`src/rtl/int2fp_if.sv`:
```
// rtl/int2fp_if.sv - start/operand/result handshake bundle for the int2fp converter
interface int2fp_if;
  logic        start;
  logic [31:0] dataa;
  logic [31:0] result;
  logic        done;
  logic        busy;

  modport master (
    output start,
    output dataa,
    input  result,
    input  done,
    input  busy
  );

  modport slave (
    input  start,
    input  dataa,
    output result,
    output done,
    output busy
  );
endinterface

```
`src/rtl/int2fp.sv`:
```
// rtl/int2fp.sv - 32-bit signed integer to IEEE-754 single, one normalising shift per clock
// INT2FP_ROUND_EN defined: round-to-nearest-even; undefined: truncate the mantissa.
module int2fp (
  input  logic      clk,
  input  logic      reset_n,
  int2fp_if.slave   bus
);

  typedef enum logic {
    IDLE = 1'b0,
    NORM = 1'b1
  } state_t;

  localparam logic [7:0] EXP_TOP = 8'd158;

  state_t      state_q, state_d;
  logic [31:0] mag_q, mag_d;
  logic [7:0]  exp_q, exp_d;
  logic        sign_q, sign_d;
  logic [31:0] result_q, result_d;
  logic        done_q, done_d;

  logic [22:0] mant_pack;
  logic [7:0]  exp_pack;

`ifdef INT2FP_ROUND_EN
  logic        round_inc;
  logic [23:0] mant_sum;

  // A carry out of the rounded mantissa means the value hit the next power of two.
  always_comb begin
    round_inc = mag_q[7] & ((|mag_q[6:0]) | mag_q[8]);
    mant_sum  = {1'b0, mag_q[30:8]} + {23'd0, round_inc};
    if (mant_sum[23]) begin
      mant_pack = 23'd0;
      exp_pack  = exp_q + 8'd1;
    end else begin
      mant_pack = mant_sum[22:0];
      exp_pack  = exp_q;
    end
  end
`else
  always_comb begin
    mant_pack = mag_q[30:8];
    exp_pack  = exp_q;
  end
`endif

  always_comb begin
    state_d  = state_q;
    mag_d    = mag_q;
    exp_d    = exp_q;
    sign_d   = sign_q;
    result_d = result_q;
    done_d   = 1'b0;

    case (state_q)
      IDLE: begin
        if (bus.start) begin
          if (bus.dataa == 32'd0) begin
            result_d = 32'd0;
            done_d   = 1'b1;
          end else begin
            // Negating 0x80000000 wraps to itself, which is the correct magnitude.
            sign_d  = bus.dataa[31];
            mag_d   = bus.dataa[31] ? (~bus.dataa + 32'd1) : bus.dataa;
            exp_d   = EXP_TOP;
            state_d = NORM;
          end
        end
      end
      NORM: begin
        if (!mag_q[31]) begin
          mag_d = {mag_q[30:0], 1'b0};
          exp_d = exp_q - 8'd1;
        end else begin
          result_d = {sign_q, exp_pack, mant_pack};
          done_d   = 1'b1;
          state_d  = IDLE;
        end
      end
      default: state_d = IDLE;
    endcase
  end

  always_ff @(posedge clk) begin
    if (!reset_n) begin
      state_q  <= IDLE;
      mag_q    <= 32'd0;
      exp_q    <= 8'd0;
      sign_q   <= 1'b0;
      result_q <= 32'd0;
      done_q   <= 1'b0;
    end else begin
      state_q  <= state_d;
      mag_q    <= mag_d;
      exp_q    <= exp_d;
      sign_q   <= sign_d;
      result_q <= result_d;
      done_q   <= done_d;
    end
  end

  assign bus.result = result_q;
  assign bus.done   = done_q;
  assign bus.busy   = (state_q == NORM);

endmodule

```
`src/flat_wrapper.sv`:
```
// flat-port wrapper written by rule: the top's interface ports become plain ports
module int2fp_flat 
  (clk, reset_n, bus_start, bus_dataa, bus_result, bus_done, bus_busy);
  int2fp_if bus_i ();
  input  logic clk;
  input  logic reset_n;
  input wire logic [$bits(bus_i.start)-1:0] bus_start;
  input wire logic [$bits(bus_i.dataa)-1:0] bus_dataa;
  output wire logic [$bits(bus_i.result)-1:0] bus_result;
  output wire logic [$bits(bus_i.done)-1:0] bus_done;
  output wire logic [$bits(bus_i.busy)-1:0] bus_busy;
  assign bus_i.start = bus_start;
  assign bus_i.dataa = bus_dataa;
  assign bus_result = bus_i.result;
  assign bus_done = bus_i.done;
  assign bus_busy = bus_i.busy;
  int2fp u_core (.clk(clk), .reset_n(reset_n), .bus(bus_i));
endmodule
```
`config.mk`:
```
export PLATFORM = sky130hd
export DESIGN_NAME = int2fp_flat
export DESIGN_NICKNAME = d
export VERILOG_FILES = /design/src/rtl/int2fp_if.sv /design/src/rtl/int2fp.sv /design/src/flat_wrapper.sv
export SDC_FILE = /design/constraint.sdc
export NUM_CORES = 1
export LEC_CHECK = 0
export CAP_MARGIN = 20
export CORE_UTILIZATION = 30
export DETAILED_ROUTE_END_ITERATION = 8
export DONT_BUFFER_PORTS = 1
export GPL_TIMING_DRIVEN = 0
export PLACE_DENSITY = 0.43
export SYNTH_ARGS = -nofsm -noshare
export SYNTH_HDL_FRONTEND = slang
export SYNTH_SLANG_ARGS = --single-unit
```
`constraint.sdc`:
```
create_clock -name clk -period 3.4 [get_ports clk]
set_input_delay 0.34 -clock clk [delete_from_list [all_inputs] [get_ports clk]]
set_output_delay 0.34 -clock clk [all_outputs]
set_load 0.005 [all_outputs]
```
== After elaboration in Yosys (flattened, before gate mapping) ==
Cells that the tools add are included.

* Bits in registers: 75
* Latch bits: 0
* Bits in writable memories: 0
* ROM bits: 0
* Input bits: 35
* Logic and storage cells: 43
* Memories: 0

* Add/subtract/negate cells: 2
* Multipliers: 0
* Divide/modulo/power cells: 0
* $lt $le $gt $ge: 0
* Equal/unequal tests: 5
* Shift-type cells: 0
* Mux-type cells: 21
* Bitwise operators: 3
* Reductions and logical operators: 5

{| class="wikitable"
|+ Operators by type and width
! kind !! count
|-
| $mux 32 || 7
|-
| $pmux 32 s2 || 2
|-
| $add 32x1->32 const B || 1
|-
| $logic_not 32->1 || 1
|-
| $not 32->32 || 1
|-
| $mux 8 || 3
|-
| $pmux 8 s2 || 1
|-
| $reduce_and 3->1 || 3
|-
| $ne 2x2->1 const B || 4
|-
| $sub 8x1->8 const B || 1
|-
| $mux 1 || 6
|-
| $pmux 1 s2 || 2
|-
| $ne 2x1->1 const B || 1
|-
| $not 1->1 || 2
|-
| $reduce_and 2->1 || 1
|}

== Longest topological paths before layout ==
Gate-level depths: netlist of run 1.

* Depth in word-level cells: 6
* Gate-level depth with buffers: 10

== Least setup slack after synthesis of run 1 ==
Ideal clock, no wire load.

* Path kind: input -> register
* Start point: input port bus_dataa[17]
* End point: register u_core.result_q[6] (netlist: u_core.bus.result[6])
* Setup time: 0.117 ns
* Arrival time: 2.793 ns
* Data required time: 3.283 ns
* Setup slack: 0.490 ns
* Stages: 9
* Path buffers: 4
* Cells stage by stage: or4_4 or4_4 buf_6 or4_4 buf_6 and3_4 buf_6 buf_8 a22o_1

* Cells in the longest elaborated chain, start to end: 3

{| class="wikitable"
|+ RTL lines
! item !! RTL line !! RTL
|-
| start, declared || flat_wrapper.sv:8 || <nowiki>input wire logic [$bits(bus_i.dataa)-1:0] bus_dataa;</nowiki>
|-
| $logic_not 32->1 || int2fp.sv:60 || <nowiki>if (bus.dataa == 32'd0) begin</nowiki>
|-
| $ne 2x1->1 (no line) || n/a ||
|-
| $reduce_and 3->1 (no line) || n/a ||
|-
| end signal, assigned || int2fp.sv:99 || <nowiki>result_q <= result_d;</nowiki>
|-
| end, declared || int2fp.sv:20 || <nowiki>logic [31:0] result_q, result_d;</nowiki>
|}

No other way between the ends.
A chain may end at the register's enable or synchronous reset.

== Final worst setup path of run 1 ==
* Start point: input port bus_dataa[20]
* End point: register u_core.mag_q[11]

* Cells in the longest elaborated chain, start to end: 3

{| class="wikitable"
|+ RTL lines
! item !! RTL line !! RTL
|-
| $logic_not 32->1 || int2fp.sv:60 ||
|-
| $ne 2x2->1 (no line) || n/a ||
|-
| $reduce_and 3->1 (no line) || n/a ||
|-
| end signal, assigned || int2fp.sv:96 || <nowiki>mag_q <= mag_d;</nowiki>
|-
| end, declared || int2fp.sv:17 || <nowiki>logic [31:0] mag_q, mag_d;</nowiki>
|}

No other way between the ends.

==> summary.md, run 1 <==
| Metric | Value |
|---|---|
| Share of the synthesized area in the top cell type | 39.4% |
| Pleak | 0.00154 uW |
| Grt total ovfl | 0 |
| Synth top area cells | dfxtp_1 39%, a22o_1 4.8%, a21oi_1 3.7% |
| Maximum clock frequency | roughly 0.32 GHz |
| Via Count | between 3,000 and 4,000 |
| Fillers | between 1,000 and 1,500 |
| Worst R2R Start | u_core.bus.busy$_SDFF_PN0_ |
| Core area | ~12,000 um2 |
| Flops & latches, synth | 75 |
| Mux share of post-synthesis cell area | 1.84% |
| Pwr dens | between 500 and 600 nW/um2 |
| Final setup violation count | 0 |
| Most frequent cells in the layout | 75 x dfxtp_1, 34 x clkbuf_1, 28 x nand3_1, 28 x a21oi_1, 21 x a22o_1 |
| Post-cts sizing count | 0 |
| Layout cell share with drive strength beyond 1 | under 10% |
| Final worst setup slack | 0.310 ns |
| Pin count of the biggest net entering global routing | 13 |
| Max-cap violations | 0 |
| Total routed wirelength | 12,800 um |
| Synth Area in Compound Gates | 28.5% |
| Total GRT Usage | between 20 and 25% |
| Tot Pwr | roughly 2400 uW |
| Synth Area per Inst | slightly below 9 um2 |
| PortBufs | 0 |
| Clk buf depth | 2 |
| Vias per cell | between 5 and 6 |
| Row count | 40 |
| Fin nets | 481 |
| DR iter-0 viols | 190 |
| Clk Latency, worst-skew pair | roughly 0.34 ns |
| Post-CTS setup buffer count | 0 |
| Min-delay worst type | in -> reg |
| Num Clock Sinks | 75 |
| Leading area contributor after synthesis | dfxtp_1 |
| Post-synth EDFFs | 0 |
| First-pass iteration count of the detailed router | 5 |
| Internal Pwr Total | 1810 uW |
| Sw frac | between 20% and 30% |
| CP startpoint | bus_dataa[20] |
| Post-Synth XOR/XNOR Area | about 5% |
| Unique masters post-synth | between 50 and 60 |
| Hold slack | between 0.1 and 0.15 ns |
| Final ANT Viol Nets | 0 |
| Logic pwr share | between 10% and 20% |
| Syn Nets | about 470 |
| Synthesis-to-finish area growth | 14.8% |
| Slew @ Worst Pin | 0.846 ns |
| Fin Clk Skew | between 0.006 and 0.007 ns |
| Synth async-reset ratio | 0% |
| GPL Wtd Cong | between 0.8 and 0.9 |
| Drt drc | 0 |
| Simple-gate share of the synthesized area | approximately 18% |
| Initial antenna violation count | 0 |
| Diodes inserted | 0 |
| Setup TNS | 0 ns |
| Commonest non-fill, non-tap cell in the layout | dfxtp_1 |
| Post-Syn Area | ~3800 um2 |
| First-pass GRT wire length | a little under 20,000 um |
| Final Max Slew Viols | 0 |
| Final period utilization | 90.9% |
| Clk pwr share | a little under half |
| Die area | 13,200 um2 |
| Area after DPL | ~4000 um2 |
| Tmin final | approximately 3.1 ns |
| Clock slew at reported path FFs | approximately 0.060 ns |
| Hold_sp | bus_dataa[0] |
| Relative slew slack | between 40% and 50% |
| Largest family of logic cells by synthesized area | compound AO/OA/AOI/OAI gates |
| Critical Path Source Type | primary input |
| Crit-path max FO | 10 |
| Part of the power in registers | roughly two fifths |
| Starting density of the core | a little under a third |
| Dpl ws | roughly 0.024 ns |
| HPWL after detailed placement | 9540 um |
| Boundary pin count | 69 |
| Peak VDD IR | 219 uV |
| Net Switching | between 600 and 700 uW |
| Drt wl/cell | around 21 um |
| Ys flop type | dfxtp_1 |
| Die width | 115 um |
| Crit path DAT | roughly 3.3 ns |
| Adder-Cell Fraction of Synth Area | less than 1% |
| Post-Syn Instances | roughly 430 |
| Synthesis Warnings | 0 |
| Cts bufs inserted | 9 |
| CTS H-tree depth | 3 |
| Number of global-route vias before repair | 3,476 |
| Chip Height | around 110 um |
| WP data required | between 3 and 4 ns |
| CTS tree | built |
| Sequential area share after synthesis | 39.4% |
| Worst Setup End Kind | flop |
| Hold Fails Final Rpt | 0 |
| Clock root buffer | clkbuf_16 |
| CTS Hold Bufs | 0 |
| Final Cell Area | around 4400 um2 |
| RSZ-0062 raised after global routing | false |
| Status | complete, no violations |
| Critical path class | in -> reg |
flip-flops by register name, indices dropped and copies added (netlist names):
name / flops
u_core.bus.busy: 1
u_core.bus.done: 1
u_core.bus.result: 32
u_core.exp_pack: 8
u_core.mag_q: 32
u_core.sign_q: 1
cell families (layout without fill, tap and decap cells):
family | count (synthesis) | count (layout)
compound gates | 145 | 145
xor+xnor | 22 | 22
fa+ha+maj | 2 | 2
buf+inv | 51 | 67
flops | 75 | 75
mux | 7 | 7
simple gates | 130 | 130
layout make-up:
class	count	area [um2]	area share, %
buffer	39	191	4.37
clock buffer	11	253	5.77
clock inverter	4	97.6	2.23
inverter	12	45.0	1.03
multi-input combinational	306	2070	47.4
sequential	75	1500	34.3
tap	168	210	4.80
timing repair buffer	1	5.00	0.114
per-layer routing:
layer / global-route usage (%) / wire (um)
met5: 0 / 0
met4: 8.57 / 311
met3: 5.03 / 708
met2: 31.4 / 5510
met1: 27.4 / 6320
critical path: stages:
cell,delay [ns]
clkbuf_1,0.17
nor4_1,0.67
nand4_1,0.43
o31ai_2,0.76
nand2_1,0.31
clkbuf_1,0.34
o211a_1,0.29
cell usage after synthesis, types with 8 or more instances:
master,n
o41ai_1,10
nor2_1,20
xnor2_1,11
nand3_1,28
o31ai_1,17
nand2_1,19
nand4_1,9
o21ai_0,16
a22o_1,21
nor4_1,8
a21oi_1,28
dfxtp_1,75
inv_1,11
nor3_1,13
clkbuf_1,34
xor2_1,11
path summary, 6_finish.rpt:
kind	slack, ns	cells past startpoint	end
hold reg to reg	0.46	2	u_core.sign_q$_SDFFE_PN0P_
setup reg to reg	0.98	6	u_core.mag_q[10]$_SDFFE_PN0P_
hold / removal	0.13	2	u_core.mag_q[0]$_SDFFE_PN0P_
setup / recovery	0.31	7	u_core.mag_q[11]$_SDFFE_PN0P_
per-stage QoR:
step / utilization (%) / instances
3_5_place_dp: 33.0 / 601
6_report: 35.8 / 616
2_1_floorplan: - / 432
3_3_place_gp: 32.9 / 600
5_1_grt: 35.8 / 616
4_1_cts: 35.8 / 616
power by group through the flow:
stage / sequential (uW) / clock (uW) / combinational [uW]
global placement: 1000 / 0 / 314
CTS: 984 / 1160 / 318
finish: 984 / 1140 / 321
detailed placement: 1000 / 0 / 316
floorplan: 984 / 0 / 232
global route: 991 / 1190 / 354
Note: power is estimated with default switching activity, not from simulation.
==> run 2, diff against run 1 <==
--- a/config.mk
+++ b/config.mk
@@ -7,10 +7,12 @@
 export LEC_CHECK = 0
 export CAP_MARGIN = 20
 export CORE_UTILIZATION = 30
+export CTS_CLUSTER_SIZE = 24
 export DETAILED_ROUTE_END_ITERATION = 8
 export DONT_BUFFER_PORTS = 1
 export GPL_TIMING_DRIVEN = 0
 export PLACE_DENSITY = 0.43
+export REMOVE_ABC_BUFFERS = 1
 export SYNTH_ARGS = -nofsm -noshare
 export SYNTH_HDL_FRONTEND = slang
 export SYNTH_SLANG_ARGS = --single-unit
==> run 2 against run 1 <==
- largest power group unchanged
- die area is the same
- critical endpoint is now u_core.mag_q[4]$_SDFFE_PN0P_
- register-to-register slack got worse by 0.25 ns
- power shrank 5.0%
- sequential power is essentially flat
- clock power is 7% lower
- cell count down 5.5%
- via count fell by 6.8%
- highest routed layer unchanged
==> summary.md, run 2 (synthesis gave the netlist of run 1 again) <==
| Metric | Value |
|---|---|
| Worst Setup End Kind | flop |
| Starting density of the core | 31.2% (unchanged) |
| Drt wl/cell | 18.9 um (-9.6%) |
| PortBufs | 0 (unchanged) |
| Logic pwr share | 12.1% (-1.1 points) |
| Post-CTS setup buffer count | 0 (unchanged) |
| Initial antenna violation count | 0 (unchanged) |
| Vias per cell | 5.57 (-1.3%) |
| Grt total ovfl | 0 (unchanged) |
| Met1 Usage GRT | 22.3% (-5.2 points) |
| Total routed wirelength | 11,000 um (-15%) |
| First-pass GRT wire length | 17,700 um (-11%) |
| Met3 Track Usage GR | 5.40% (+0.37 points) |
| Net Switching | 598 uW (-6.1%) |
| Synthesis-to-finish area growth | 12.3% |
| Die area | 13,200 um2 (unchanged) |
| Tmin final | 2.79 ns (-0.302 ns) |
| Boundary pin count | 69 (unchanged) |
| Most Crowded Layer GR | met2 |
| Clk buf depth | 2 (unchanged) |
| Core area | 12,200 um2 (unchanged) |
| Maximum clock frequency | 0.359 GHz (+11%) |
| Pwr dens | 542 nW/um2 (-2.8%) |
| Row count | 40 (unchanged) |
| Reg2Reg Setup Slack | 0.73 ns (-0.25 ns) |
| Commonest non-fill, non-tap cell in the layout | dfxtp_1 |
| Post-cts sizing count | 0 (unchanged) |
| Worst R2R Start | u_core.bus.busy$_SDFF_PN0_ |
| GPL Wtd Cong | 0.764 (-9.0%) |
| Internal Pwr Total | 1720 uW (-4.6%) |
| Diodes inserted | 0 (unchanged) |
| Cells after DPL | 566 (-5.8%) |
| CP endpoint | u_core.mag_q[4]$_SDFFE_PN0P_ |
| Critical path class | in -> reg |
| Crit path DAT | 3.02 ns (-0.30 ns) |
| Via Count | 3,241 (-6.8%) |
| First-pass iteration count of the detailed router | 5 (unchanged) |
| Hold Fails Final Rpt | 0 (unchanged) |
| Die width | 115 um (unchanged) |
| Clk Latency, worst-skew pair | 0.34 ns (about the same) |
| Num Clock Sinks | 75 (unchanged) |
| Final setup violation count | 0 (unchanged) |
| CTS tree | built |
| Peak VDD IR | 233 uV (+6.3%) |
| Pin count of the biggest net entering global routing | 37 (+24) |
| Number of global-route vias before repair | 3,128 (-10%) |
| WP data required | 3.63 ns (about the same) |
| Status | complete, no violations |
| RSZ-0062 raised after global routing | false |
| Final ANT Viol Nets | 0 (unchanged) |
| Final worst setup slack | 0.612 ns (+0.302 ns) |
| Final Max Slew Viols | 0 (unchanged) |
| Clk pwr share | 45.5% (-1.0 points) |
| Layout cell share with drive strength beyond 1 | 9.66% (+0.96 points) |
| Part of the power in registers | 42.4% (+2.1 points) |
| Slew @ Worst Pin | 0.993 ns (+0.147 ns) |
| Clock slew at reported path FFs | 0.06 ns (about the same) |
| Max-cap violations | 0 (unchanged) |
| Chip Height | 115 um (unchanged) |
| HPWL after detailed placement | 7530 um (-21%) |
| Most frequent cells in the layout | 75 x dfxtp_1, 28 x nand3_1, 28 x a21oi_1 |
| Reg2reg path depth | 4 (-2) |
| Drt drc | 0 (unchanged) |
| Util after Layout | 35.0% (-0.80 points) |
| Cts bufs inserted | 9 (unchanged) |
| Hold slack | 0.131 ns (-0.00434 ns) |
| CTS H-tree depth | 3 (unchanged) |
| Relative slew slack | 33.8% (-9.3 points) |
| DR iter-0 viols | 264 (+39%) |
| Final Cell Area | 4280 um2 (-2.2%) |
| Dpl ws | 0.233 ns (+0.209 ns) |
| CP startpoint | bus_dataa[17] |
| Min-delay worst type | in -> reg |
| Final period utilization | 82.0% (-8.9 points) |
| Met2 usage in global routing | 28.2% (-3.2 points) |
| Critical Path Source Type | primary input |
| Fin Clk Skew | 0.00509 ns (-0.00173 ns) |
| Total GRT Usage | 17.6% (-2.9 points) |
| Clock root buffer | clkbuf_16 |
| Crit-path max FO | 21 (+11) |
| Area after DPL | 3950 um2 (-1.9%) |
| Final Non-Filler Cells | 582 (-5.5%) |
| Fin nets | 446 (-7.3%) |
| CTS Hold Bufs | 0 (unchanged) |
| Worst r2r dst | u_core.mag_q[4]$_SDFFE_PN0P_ |
| Sw frac | 25.7% (-0.30 points) |
| Pleak | 0.00151 uW (-2.4%) |
-- run 2: cell types whose count changed in the layout (fill, tap and decap cells not counted), sizes merged --
cell | before | now
inv | 11 | 12
clkinv | 1 | 2
bufinv | 3 | 2
clkbuf | 45 | 11
buf | 6 | 5
-- run 2: stage by stage --
stage | total power (uW) | setup TNS [ns]
final | 2320 | 0
after global routing | 2430 | 0
after CTS | 2350 | 0
after detailed placement | 1280 | 0
after global placement | 1260 | -49.06
after floorplan | 1190 | 0
-- run 2: layout make-up --
type                            instances  area, um2
Inverter                               12       45.0
Sequential cell                        75       1500
Multi-Input combinational cell        306       2090
Fill cell                            1284       7930
Clock inverter                          5       85.1
Clock buffer                           11        243
Timing Repair Buffer                    5        103
Tap cell                              168        210
-- run 2: worst min path at each step --
stage | from | cells after the start | end
after floorplan | u_core.sign_q$_SDFFE_PN0P_ | 2 | u_core.sign_q$_SDFFE_PN0P_
after global placement | u_core.sign_q$_SDFFE_PN0P_ | 2 | u_core.sign_q$_SDFFE_PN0P_
after detailed placement | u_core.sign_q$_SDFFE_PN0P_ | 2 | u_core.sign_q$_SDFFE_PN0P_
after CTS | reset_n | 2 | u_core.mag_q[30]$_SDFFE_PN0P_
after global routing | reset_n | 1 | u_core.mag_q[6]$_SDFFE_PN0P_
final | bus_dataa[0] | 2 | u_core.mag_q[0]$_SDFFE_PN0P_
-- run 2: critical path, cell delays in order --
cell and delay (ns):
or4_4 0.54, or4_4 0.62, o31ai_4 0.55, buf_16 0.23
nand2_1 0.34, o211a_1 0.40
-- run 2: power groups by stage --
stage / registers (uW) / clock network [uW] / logic, uW
2_1_floorplan: 991 / 0 / 198
3_3_place_gp: 1010 / 0 / 252
3_5_place_dp: 1000 / 0 / 281
4_1_cts: 984 / 1080 / 282
5_1_grt: 992 / 1120 / 313
6_report: 984 / 1060 / 280
-- run 2: metal layers --
metal	vias up	share of wire [%]
met4	0	1.6
met3	11	6.2
met5	-	0
li1	1615	-
met1	1533	46
met2	82	46
==> run 3, diff against run 2 <==
--- a/config.mk
+++ b/config.mk
@@ -11,7 +11,7 @@
 export DETAILED_ROUTE_END_ITERATION = 8
 export DONT_BUFFER_PORTS = 1
 export GPL_TIMING_DRIVEN = 0
-export PLACE_DENSITY = 0.43
+export PLACE_DENSITY = 0.44
 export REMOVE_ABC_BUFFERS = 1
 export SYNTH_ARGS = -nofsm -noshare
 export SYNTH_HDL_FRONTEND = slang
==> constraint.sdc (replaced) <==
create_clock -name clk -period 2.2 [get_ports clk]
set_input_delay 0.22 -clock clk [delete_from_list [all_inputs] [get_ports clk]]
set_output_delay 0.22 -clock clk [all_outputs]
set_load 0.005 [all_outputs]
==> run 3 against run 2 <==
- wire length increased by 3.7%
- cell count rose by 1.0%
- core utilization is 0.45 points higher
- via count rose by 1.5%
- die area stayed put
- power is 46% higher
- critical path type unchanged
- critical endpoint is now u_core.bus.result[1]$_SDFFE_PN0P_
- highest routed layer unchanged
==> summary.md, run 3 (synthesis gave the netlist of run 1 again) <==
| Metric | Value |
|---|---|
| Maximum clock frequency | roughly 0.46 GHz |
| Cells along the critical path | or4_4, or4_4, or4_4, and3_4, a22o_1 |
| CTS Hold Bufs | 0 (unchanged) |
| Starting density of the core | 31.2% (unchanged) |
| Final setup violation count | 0 (unchanged) |
| CP bufs+invs | 0 (-1) |
| Most Crowded Layer GR | met2 |
| Worst r2r dst | u_core.bus.result[1]$_SDFFE_PN0P_ |
| Layout cell share with drive strength beyond 1 | 13.3% (+3.7 points) |
| GPL Wtd Cong | 0.751 (-1.8%) |
| CTS H-tree depth | 3 (unchanged) |
| Util after Layout | 35.5% (+0.45 points) |
| Met2 usage in global routing | 26.5% (-1.7 points) |
| Diodes inserted | 0 (unchanged) |
| Critical path depth | 5 (-1) |
| Clk buf depth | 2 (unchanged) |
| Boundary pin count | 69 (unchanged) |
| Clk Latency, worst-skew pair | 0.34 ns (about the same) |
| Most frequent cells in the layout | 74 x dfxtp_1, 28 x nand3_1, 28 x a21oi_1 |
| Crit path DAT | 2.38 ns (-0.64 ns) |
| Max-cap violations | 0 (unchanged) |
| Final Max Slew Viols | 0 (unchanged) |
| Vias per cell | 5.60 (+0.51%) |
| Final period utilization | between 90% and 100% |
| Worst Setup End Kind | flop |
| Slew @ Worst Pin | 0.900 ns (-0.0925 ns) |
| Die width | 115 um (unchanged) |
| Critical Path Max Stage Delay | 0.61 ns (about the same) |
| Clock slew at reported path FFs | 0.06 ns (about the same) |
| Commonest non-fill, non-tap cell in the layout | dfxtp_1 |
| Row count | 40 (unchanged) |
| Pwr dens | 780 nW/um2 (+44%) |
| Chip Height | 115 um (unchanged) |
| Fin Clk Skew | 0.00609 ns (+0.000995 ns) |
| Met1 Usage GRT | 24.9% (+2.6 points) |
| Fin nets | 452 (+1.3%) |
| Initial antenna violation count | 0 (unchanged) |
| CP startpoint | bus_dataa[17] |
| Cts bufs inserted | 9 (unchanged) |
| Peak VDD IR | 305 uV (+31%) |
| Cell family with the largest share of critical-path delay | simple AND/OR/NAND/NOR gates |
| Final ANT Viol Nets | 0 (unchanged) |
| Fillers | 1,259 (-1.9%) |
| Critical Path Source Type | primary input |
| Tmin final | 2.15 ns |
| Pleak | 0.00154 uW (+2.2%) |
| Critical path class | in -> reg |
| Worst R2R Start | u_core.bus.busy$_SDFF_PN0_ |
| Via Count | 3,291 (+1.5%) |
| Num Clock Sinks | 75 (unchanged) |
| First-pass GRT wire length | 18,100 um (+2.2%) |
| WP data required | 2.43 ns (-1.20 ns) |
| Drt drc | 0 (unchanged) |
| Total GRT Usage | 18.0% (+0.38 points) |
| CTS tree | built |
| Grt total ovfl | 0 (unchanged) |
| Drt wl/cell | 19.3 um (+2.6%) |
| Status | complete, no violations |
| HPWL after detailed placement | 7460 um (-1.0%) |
| Crit-path max FO | 13 (-38%) |
| Core area | 12,200 um2 (unchanged) |
| Reg2Reg Setup Slack | 0.14 ns (-0.59 ns) |
| DR iter-0 viols | 240 (-9.1%) |
| Die area | 13,200 um2 (unchanged) |
| Hold Fails Final Rpt | 0 (unchanged) |
| Relative slew slack | 39.9% (+6.1 points) |
| Reg2reg path depth | 5 (+1) |
| Clock root buffer | clkbuf_16 |
| CP endpoint | u_core.bus.result[1]$_SDFFE_PN0P_ |
| Crit-path slowest cell | or4_4 |
| First-pass iteration count of the detailed router | 4 (-1) |
| Pin count of the biggest net entering global routing | 39 (+5.4%) |
| Min-delay worst type | in -> reg |
| Synthesis-to-finish area growth | 13.7% |
| Tot Pwr | 3380 uW (+46%) |
| RSZ-0062 raised after global routing | true |
| Number of global-route vias before repair | 3,171 (+1.4%) |
| Met3 Track Usage GR | 5.24% (-0.16 points) |
| PortBufs | 0 (unchanged) |
| Crit path top cell by count | or4_4 |
| Total routed wirelength | 11,400 um (+3.7%) |
==> run 3: worst min path at each step <==
stage	start	end	slack (ns)	cells after the start
finish	reset_n	u_core.mag_q[3]$_SDFFE_PN0P_	0.02	1
global route	reset_n	u_core.mag_q[6]$_SDFFE_PN0P_	0.009	1
CTS	reset_n	u_core.mag_q[7]$_SDFFE_PN0P_	0.01	2
detailed placement	reset_n	u_core.mag_q[7]$_SDFFE_PN0P_	0.36	2
global placement	reset_n	u_core.mag_q[7]$_SDFFE_PN0P_	0.36	2
floorplan	reset_n	u_core.mag_q[10]$_SDFFE_PN0P_	0.35	2
==> run 3: worst register-to-register path, stage by stage (launching register included) <==
cell      delay (ns)
dfxtp_2         0.50
clkinv_2        0.25
nand2_1         0.10
or4_4           0.61
and3_4          0.25
a22o_1          0.24
==> run 3: layer usage <==
metal | share of wire (%) | wire [um]
met1 | 48 | 5420
met2 | 43 | 4930
met3 | 7.2 | 824
met4 | 1.8 | 209
met5 | 0 | 0
==> run 3: area by class of cell <==
cell class | count | area [um2] | share of cell area, %
multi-input combinational | 309 | 2180 | 50.4
inverter | 12 | 46.3 | 1.07
tap | 168 | 210 | 4.85
clock inverter | 5 | 37.5 | 0.866
sequential | 75 | 1500 | 34.7
timing repair buffer | 8 | 100 | 2.31
clock buffer | 11 | 253 | 5.83
==> run 3: repair_timing <==
action | CTS | global route
gates cloned | 3 | 0
endpoints found under the setup margin | 72 | 39
pin swaps | 4 | 0
resized for setup | 9 | 6
setup buffers | 2 | 1
==> run 3: power breakdown <==
part / internal (uW) / switching, uW / leakage [uW]
registers: 1440 / 81.9 / 0.000614
logic: 191 / 247 / 0.000790
clock network: 827 / 591 / 0.000138
total: 2460 / 920 / 0.00154
==> run 3: through the flow <==
step,setup WS [ns],TNS [ns],hold slack (ns),cells,cell area (um2)
after detailed placement,-0.947,-36.05,0.361,566,3930
after global placement,-2.67,-126.01,0.360,561,3830
after global routing,-0.00288,-0.00288,0.00882,588,4330
after CTS,0.0000806,0,0.00985,587,4290
after floorplan,-1.18,-42.71,0.349,393,3620
final,0.0469,0,0.0173,588,4330
